==> src/rtl/traffic_light_ctrl_param_if.sv <==
// Sensor/lamp/debug bundle between the intersection controller and its board top.
// The controller sits on the slave side; the board or bench drives from master.
interface traffic_light_ctrl_param_if;
    logic       Sa;
    logic       Sb;
    logic       flash_en;
    logic [2:0] lightA;
    logic [2:0] lightB;
    logic       tick_disp;
    logic [2:0] state_disp;
    logic [7:0] tcnt_disp;

    modport master (
        output Sa, Sb, flash_en,
        input  lightA, lightB, tick_disp, state_disp, tcnt_disp
    );

    modport slave (
        input  Sa, Sb, flash_en,
        output lightA, lightB, tick_disp, state_disp, tcnt_disp
    );
endinterface

==> src/rtl/traffic_light_ctrl_param.sv <==
// Two-road intersection controller with min/max green, all-red clearance and a
// flashing-yellow maintenance mode; state advances only on the internal phase tick.
module traffic_light_ctrl_param #(
    parameter int TICK_DIV    = 50000000,
    parameter int GREEN_MIN_A = 6,
    parameter int YELLOW_T    = 1,
    parameter int ALLRED_T    = 1,
    parameter int GREEN_MIN_B = 5,
    parameter int GREEN_MAX_B = 10
) (
    input logic                       clk,
    input logic                       rst,
    traffic_light_ctrl_param_if.slave bus
);
    localparam logic [2:0] S_A_GREEN  = 3'd0;
    localparam logic [2:0] S_A_YELLOW = 3'd1;
    localparam logic [2:0] S_ALLRED_AB = 3'd2;
    localparam logic [2:0] S_B_GREEN  = 3'd3;
    localparam logic [2:0] S_B_YELLOW = 3'd4;
    localparam logic [2:0] S_ALLRED_BA = 3'd5;
    localparam logic [2:0] S_FLASH    = 3'd6;

    localparam logic [2:0] LAMP_R   = 3'b100;
    localparam logic [2:0] LAMP_Y   = 3'b010;
    localparam logic [2:0] LAMP_G   = 3'b001;
    localparam logic [2:0] LAMP_OFF = 3'b000;

    localparam int DIV_W = (TICK_DIV > 2) ? $clog2(TICK_DIV) : 1;
    localparam logic [DIV_W-1:0] DIV_LAST = DIV_W'(TICK_DIV - 1);
    localparam logic [DIV_W-1:0] DIV_ONE  = DIV_W'(1);

    // Exit thresholds are compared against tcnt, which starts at 0 in each state.
    localparam logic [7:0] MIN_A_L  = 8'(GREEN_MIN_A - 1);
    localparam logic [7:0] YEL_L    = 8'(YELLOW_T - 1);
    localparam logic [7:0] ALLRED_L = 8'(ALLRED_T - 1);
    localparam logic [7:0] MIN_B_L  = 8'(GREEN_MIN_B - 1);
    localparam logic [7:0] MAX_B_L  = 8'(GREEN_MAX_B - 1);

    logic [DIV_W-1:0] div_cnt_r;
    logic [2:0]       state_r;
    logic [7:0]       tcnt_r;
    logic             flash_phase_r;
    logic             tick_s;
    logic [2:0]       state_nxt_s;
    logic [5:0]       lamps_s;

    // Returns {lightA, lightB}; unlisted codes fall back to all-red.
    function automatic logic [5:0] lamp_decode(input logic [2:0] st, input logic ph);
        logic [5:0] l;
        case (st)
            S_A_GREEN:   l = {LAMP_G, LAMP_R};
            S_A_YELLOW:  l = {LAMP_Y, LAMP_R};
            S_B_GREEN:   l = {LAMP_R, LAMP_G};
            S_B_YELLOW:  l = {LAMP_R, LAMP_Y};
            S_FLASH:     l = ph ? {LAMP_Y, LAMP_Y} : {LAMP_OFF, LAMP_OFF};
            default:     l = {LAMP_R, LAMP_R};
        endcase
        return l;
    endfunction

    assign tick_s = (div_cnt_r == DIV_LAST);

    // Next-state selection, meaningful only on tick cycles.
    always_comb begin
        state_nxt_s = state_r;
        case (state_r)
            S_A_GREEN: begin
                if ((tcnt_r >= MIN_A_L) && bus.Sb) state_nxt_s = S_A_YELLOW;
                else                               state_nxt_s = S_A_GREEN;
            end
            S_A_YELLOW: begin
                if (tcnt_r == YEL_L) state_nxt_s = S_ALLRED_AB;
                else                 state_nxt_s = S_A_YELLOW;
            end
            S_ALLRED_AB: begin
                if (tcnt_r == ALLRED_L) state_nxt_s = S_B_GREEN;
                else                    state_nxt_s = S_ALLRED_AB;
            end
            S_B_GREEN: begin
                if (tcnt_r == MAX_B_L)                                   state_nxt_s = S_B_YELLOW;
                else if ((tcnt_r >= MIN_B_L) && (bus.Sa || !bus.Sb))     state_nxt_s = S_B_YELLOW;
                else                                                     state_nxt_s = S_B_GREEN;
            end
            S_B_YELLOW: begin
                if (tcnt_r == YEL_L) state_nxt_s = S_ALLRED_BA;
                else                 state_nxt_s = S_B_YELLOW;
            end
            S_ALLRED_BA: begin
                if (tcnt_r == ALLRED_L) state_nxt_s = S_A_GREEN;
                else                    state_nxt_s = S_ALLRED_BA;
            end
            S_FLASH: begin
                if (bus.flash_en) state_nxt_s = S_FLASH;
                else              state_nxt_s = S_ALLRED_BA;
            end
            default: state_nxt_s = S_ALLRED_BA;
        endcase
        // Maintenance request wins over every normal exit in the legal road states.
        if (bus.flash_en && (state_r <= S_ALLRED_BA)) state_nxt_s = S_FLASH;
        else                                          state_nxt_s = state_nxt_s;
    end

    // Tick divider, state register, per-state tick counter and flash phase.
    always_ff @(posedge clk or posedge rst) begin
        if (rst) begin
            div_cnt_r     <= '0;
            state_r       <= S_A_GREEN;
            tcnt_r        <= 8'd0;
            flash_phase_r <= 1'b0;
        end else begin
            div_cnt_r <= tick_s ? '0 : (div_cnt_r + DIV_ONE);
            if (tick_s) begin
                state_r <= state_nxt_s;
                if (state_nxt_s != state_r) tcnt_r <= 8'd0;
                else if (tcnt_r != 8'hFF)   tcnt_r <= tcnt_r + 8'd1;
                if (state_nxt_s == S_FLASH)
                    flash_phase_r <= (state_r == S_FLASH) ? ~flash_phase_r : 1'b0;
                else
                    flash_phase_r <= 1'b0;
            end
        end
    end

    // Lamps decode straight from state so a reset shows A=G B=R at once.
    always_comb begin
        lamps_s = lamp_decode(state_r, flash_phase_r);
    end

    assign bus.lightA     = lamps_s[5:3];
    assign bus.lightB     = lamps_s[2:0];
    assign bus.tick_disp  = tick_s;
    assign bus.state_disp = state_r;
    assign bus.tcnt_disp  = tcnt_r;
endmodule
==> src/flat_wrapper.sv <==
// flat-port wrapper written by rule: the top's interface ports become plain ports
module traffic_light_ctrl_param_flat 
#(
    parameter int TICK_DIV    = 50000000,
    parameter int GREEN_MIN_A = 6,
    parameter int YELLOW_T    = 1,
    parameter int ALLRED_T    = 1,
    parameter int GREEN_MIN_B = 5,
    parameter int GREEN_MAX_B = 10
)
  (clk, rst, bus_Sa, bus_Sb, bus_flash_en, bus_lightA, bus_lightB, bus_tick_disp, bus_state_disp, bus_tcnt_disp);
  traffic_light_ctrl_param_if bus_i ();
  input logic clk;
  input logic rst;
  input wire logic [$bits(bus_i.Sa)-1:0] bus_Sa;
  input wire logic [$bits(bus_i.Sb)-1:0] bus_Sb;
  input wire logic [$bits(bus_i.flash_en)-1:0] bus_flash_en;
  output wire logic [$bits(bus_i.lightA)-1:0] bus_lightA;
  output wire logic [$bits(bus_i.lightB)-1:0] bus_lightB;
  output wire logic [$bits(bus_i.tick_disp)-1:0] bus_tick_disp;
  output wire logic [$bits(bus_i.state_disp)-1:0] bus_state_disp;
  output wire logic [$bits(bus_i.tcnt_disp)-1:0] bus_tcnt_disp;
  assign bus_i.Sa = bus_Sa;
  assign bus_i.Sb = bus_Sb;
  assign bus_i.flash_en = bus_flash_en;
  assign bus_lightA = bus_i.lightA;
  assign bus_lightB = bus_i.lightB;
  assign bus_tick_disp = bus_i.tick_disp;
  assign bus_state_disp = bus_i.state_disp;
  assign bus_tcnt_disp = bus_i.tcnt_disp;
  traffic_light_ctrl_param #(.TICK_DIV(TICK_DIV), .GREEN_MIN_A(GREEN_MIN_A), .YELLOW_T(YELLOW_T), .ALLRED_T(ALLRED_T), .GREEN_MIN_B(GREEN_MIN_B), .GREEN_MAX_B(GREEN_MAX_B)) u_core (.clk(clk), .rst(rst), .bus(bus_i));
endmodule
==> config.mk <==
export PLATFORM = sky130hd
export DESIGN_NAME = traffic_light_ctrl_param_flat
export DESIGN_NICKNAME = d
export VERILOG_FILES = /design/src/rtl/traffic_light_ctrl_param_if.sv /design/src/rtl/traffic_light_ctrl_param.sv /design/src/flat_wrapper.sv
export SDC_FILE = /design/constraint.sdc
export NUM_CORES = 1
export LEC_CHECK = 0
export BUFFER_PORTS_ARGS = -buffer_cell sky130_fd_sc_hd__buf_4
export CAP_MARGIN = 20
export CORE_UTILIZATION = 45
export DETAILED_ROUTE_END_ITERATION = 10
export PLACE_DENSITY_LB_ADDON = 0.1
export SLEW_MARGIN = 20
export SYNTH_ARGS = -nofsm -noshare
export SYNTH_HDL_FRONTEND = slang
export SYNTH_SLANG_ARGS = --single-unit
export TNS_END_PERCENT = 20
==> constraint.sdc <==
create_clock -name clk -period 2.2 [get_ports clk]
set_clock_uncertainty 0.05 [all_clocks]
set_input_delay 0.22 -clock clk [delete_from_list [all_inputs] [get_ports clk]]
set_output_delay 0.22 -clock clk [all_outputs]
set_load 0.005 [all_outputs]
==> results.py <==
metrics = {
    "status": {
        "status": "complete, but fails checks",
        "violations": "hold timing",
    },
    "critical_path": {
        "crit_chain": "nor4_1 -> buf_4 -> nand3_1 -> a221oi_1 -> buf_4 -> o41ai_4 -> buf_4 -> a21oi_4 -> nor3_2",
        "critical_path_buf_inv_count": 3,
        "critPathArrivalTime_ns": 2.23,
        "max_stage_delay_ns": 0.39,
        "r2r_slack_ns": 0.10,
        "slowest_stage": "dfrtp_1",
        "rr_worst_depth": 9,
        "cpMostUsedCell": "buf_4",
        "endpoint_kind": "flop",
        "cp_max_fo": 6,
        "r2r_end": "u_core.bus.tcnt_disp[6]",
        "cp_top_family": "compound AO/OA/AOI/OAI gates",
        "rr_startpoint": "u_core.bus.tcnt_disp[4]",
        "cp-start-kind": "flop",
        "crit_type": "reg2reg",
        "required_ns": 2.33,
    },
    "synth": {
        "synth_edf_count": 0,
        "ys_ff_latch": 38,
        "syn_area_sq_mm": 0.00219,
        "synth-seq-area-share_pct": 43.5,
        "avgSynthCellArea_sq_um": 9.03,
        "ys_warn_count": 0,
        "dominantRegCellSynth": "dfrtp_1",
        "ys_types": 44,
        "syn_inst": 242,
        "async_flop_share_pct": 100,
        "synth_nets": 251,
    },
    "finish": {
        "drive_above_1_share_pct": 22.3,
        "multi_input_area_sq_mm": 0.00118,
        "regArea_sq_um": 951,
        "finalInstanceArea_sq_mm": 0.00263,
        "nets": 286,
        "fillerInstances": 425,
        "area_delta_synth_final_pct": 20.3,
        "mostFrequentLayoutCells": "38 x buf_4, 38 x dfrtp_1, 32 x nor2_1",
        "stdcell_count": 330,
        "finish.utilization_pct": 58.4,
        "n_antenna_cell": 0,
    },
    "sta": {
        "min_period_over_period_pct": 95.4,
        "slew_violations": 0,
        "tightest_slew_ns": 0.520,
        "rsz0062_at_grt": "yes",
        "fin_tns_setup_ns": 0,
        "setup_viol": 0,
        "layout_min_cycle_time_ns": 2.10,
        "relSlewSlack_pct": 65.0,
        "fmax_mhz": 476,
        "finalHoldViolCount": 17,
        "setup_ws_ns": 0.100,
        "timing.hold.ws_ns": -0.0107,
    },
    "detailed_routing": {
        "antenna_left": 0,
        "route.vias.total": 1836,
        "wire_per_inst_um": 14.4,
        "firstDrtPassIters": 4,
        "drt_iter0_markers": 116,
        "vias_per_cell": 5.56,
        "drt-total-wl_mm": 4.76,
        "drc_errors": 0,
    },
    "floorplan": {
        "chipWidth_um": 71.7,
        "rows": 24,
        "coreArea_sq_mm": 0.00450,
        "ios": 23,
        "start_util_pct": 48.5,
        "die_h_um": 71.7,
        "dieArea_sq_mm": 0.00514,
    },
    "clock_tree": {
        "clkLatencyLatePin_ns": 0.29,
        "cts-root-buf": "clkbuf_8",
        "cts_buffer_depth": 2,
        "cts_tree": "yes",
        "clkTransAtPathRegs_ns": 0.08,
        "clock-sinks": 38,
        "cts_max_level": 2,
        "cts_buffers": 5,
        "cts_hold_buffers": 0,
    },
    "placed_design": {
        "gp_congestion": 0.883,
        "dpl_cell_area_sq_mm": 0.00251,
        "placed_cells": 322,
        "dp_slack_ns": 0.0741,
        "io_buffers": 22,
        "hpwl_mm": 3.44,
    },
    "grt": {
        "overflow": 0,
        "grt_pass1_vias": 1833,
        "grt.total_usage_pct": 20.7,
        "busiest_layer": "met2",
        "antenna_found_initial": 0,
        "use_met2_pct": 32.3,
        "grt.met3_usage_pct": 5.20,
        "grt_max_degree": 39,
        "global_route.usage.met1_pct": 28.3,
        "grt_pass1_wl_mm": 8.36,
    },
    "power_and_ir_drop": {
        "p_leak_nw": 1.20,
        "peakVddDrop_uv": 378,
        "p_total_mw": 1.23,
        "p_per_area_mw_per_mm2": 469,
    },
    "flow_run": {
        "maxCapViolCount": 0,
    },
    "worst_hold_path": {
        "hold_class": "in2async",
    },
}
-- flip-flops by register name, summed over array words and instances (netlist names) --
signal,flops
u_core.bus.tcnt_disp,8
u_core.flash_phase_r,1
u_core.bus.state_disp,3
u_core.div_cnt_r,26
-- kinds of logic after synthesis --
group / after synthesis / synth area share [%]
buf+inv: 21 / 3.84
fa+ha+maj: 4 / 2.29
xor+xnor: 25 / 10.0
compound gates: 33 / 10.8
simple gates: 121 / 29.5
flops: 38 / 43.5
-- layer usage --
metal | wire length [um] | up-vias
met2 | 2140 | 34
met1 | 2360 | 876
met3 | 188 | 6
met4 | 63 | 0
li1 | - | 920
met5 | 0 | -
-- worst reg2reg max path: cells and delay by family, from the launching register on --
family                 cells  cell delay (ns)
AND/OR/NAND/NOR            3             0.47
flip-flops                 1             0.39
buffers and inverters      3             0.51
AO/OA/AOI/OAI              3             0.56
-- synthesized netlist by cell type (4+ instances only) --
cell      instances  area share [%]
dfrtp_1          38              44
nor2_1           32             5.5
nand2_1          22             3.8
xor2_1           15             6.0
nand3_1          13             3.0
nand4_1          12             3.4
inv_1            10             1.7
xnor2_1          10             4.0
and3_1            8             2.3
clkbuf_1          8             1.4
a21oi_1           7             1.6
nor3_1            7             1.6
o21ai_0           7             1.6
a31oi_1           6             1.7
ha_1              4             2.3
-- final cells by class --
| class | instances | share of cell area (%) |
|---|---|---|
| clock buffers | 6 | 3.14 |
| clock inverters | 2 | 0.476 |
| inverters | 10 | 1.43 |
| multi-input cells | 183 | 44.7 |
| flip-flops and latches | 38 | 36.2 |
| well taps | 52 | 2.47 |
| repair buffers | 39 | 11.6 |
-- worst max path at each step --
| stage | from | end | slack (ns) | cells after the start |
|---|---|---|---|---|
| 5_1_grt | u_core.bus.tcnt_disp[4] | u_core.bus.tcnt_disp[1] | -0.04 | 6 |
| 6_report | u_core.bus.tcnt_disp[4] | u_core.bus.tcnt_disp[6] | 0.10 | 9 |
| 2_1_floorplan | u_core.bus.tcnt_disp[4] | u_core.bus.tcnt_disp[0] | 0.08 | 6 |
| 4_1_cts | u_core.div_cnt_r[10] | bus_tick_disp | 0.04 | 6 |
| 3_5_place_dp | u_core.bus.tcnt_disp[4] | u_core.bus.tcnt_disp[0] | 0.07 | 6 |
| 3_3_place_gp | u_core.bus.tcnt_disp[4] | u_core.bus.tcnt_disp[5] | 0.11 | 6 |
-- report_power, final --
part / switching (mW) / internal (mW) / total [mW]
logic: 0.0215 / 0.00886 / 0.0303
clock network: 0.254 / 0.252 / 0.506
registers: 0 / 0.698 / 0.698
total: 0.276 / 0.959 / 1.23
-- repair_timing --
item,CTS,global route
gates resized for setup,0,5
endpoints found under the setup margin,0,8
setup buffers,0,0
Power figures use the tool's default switching activity.
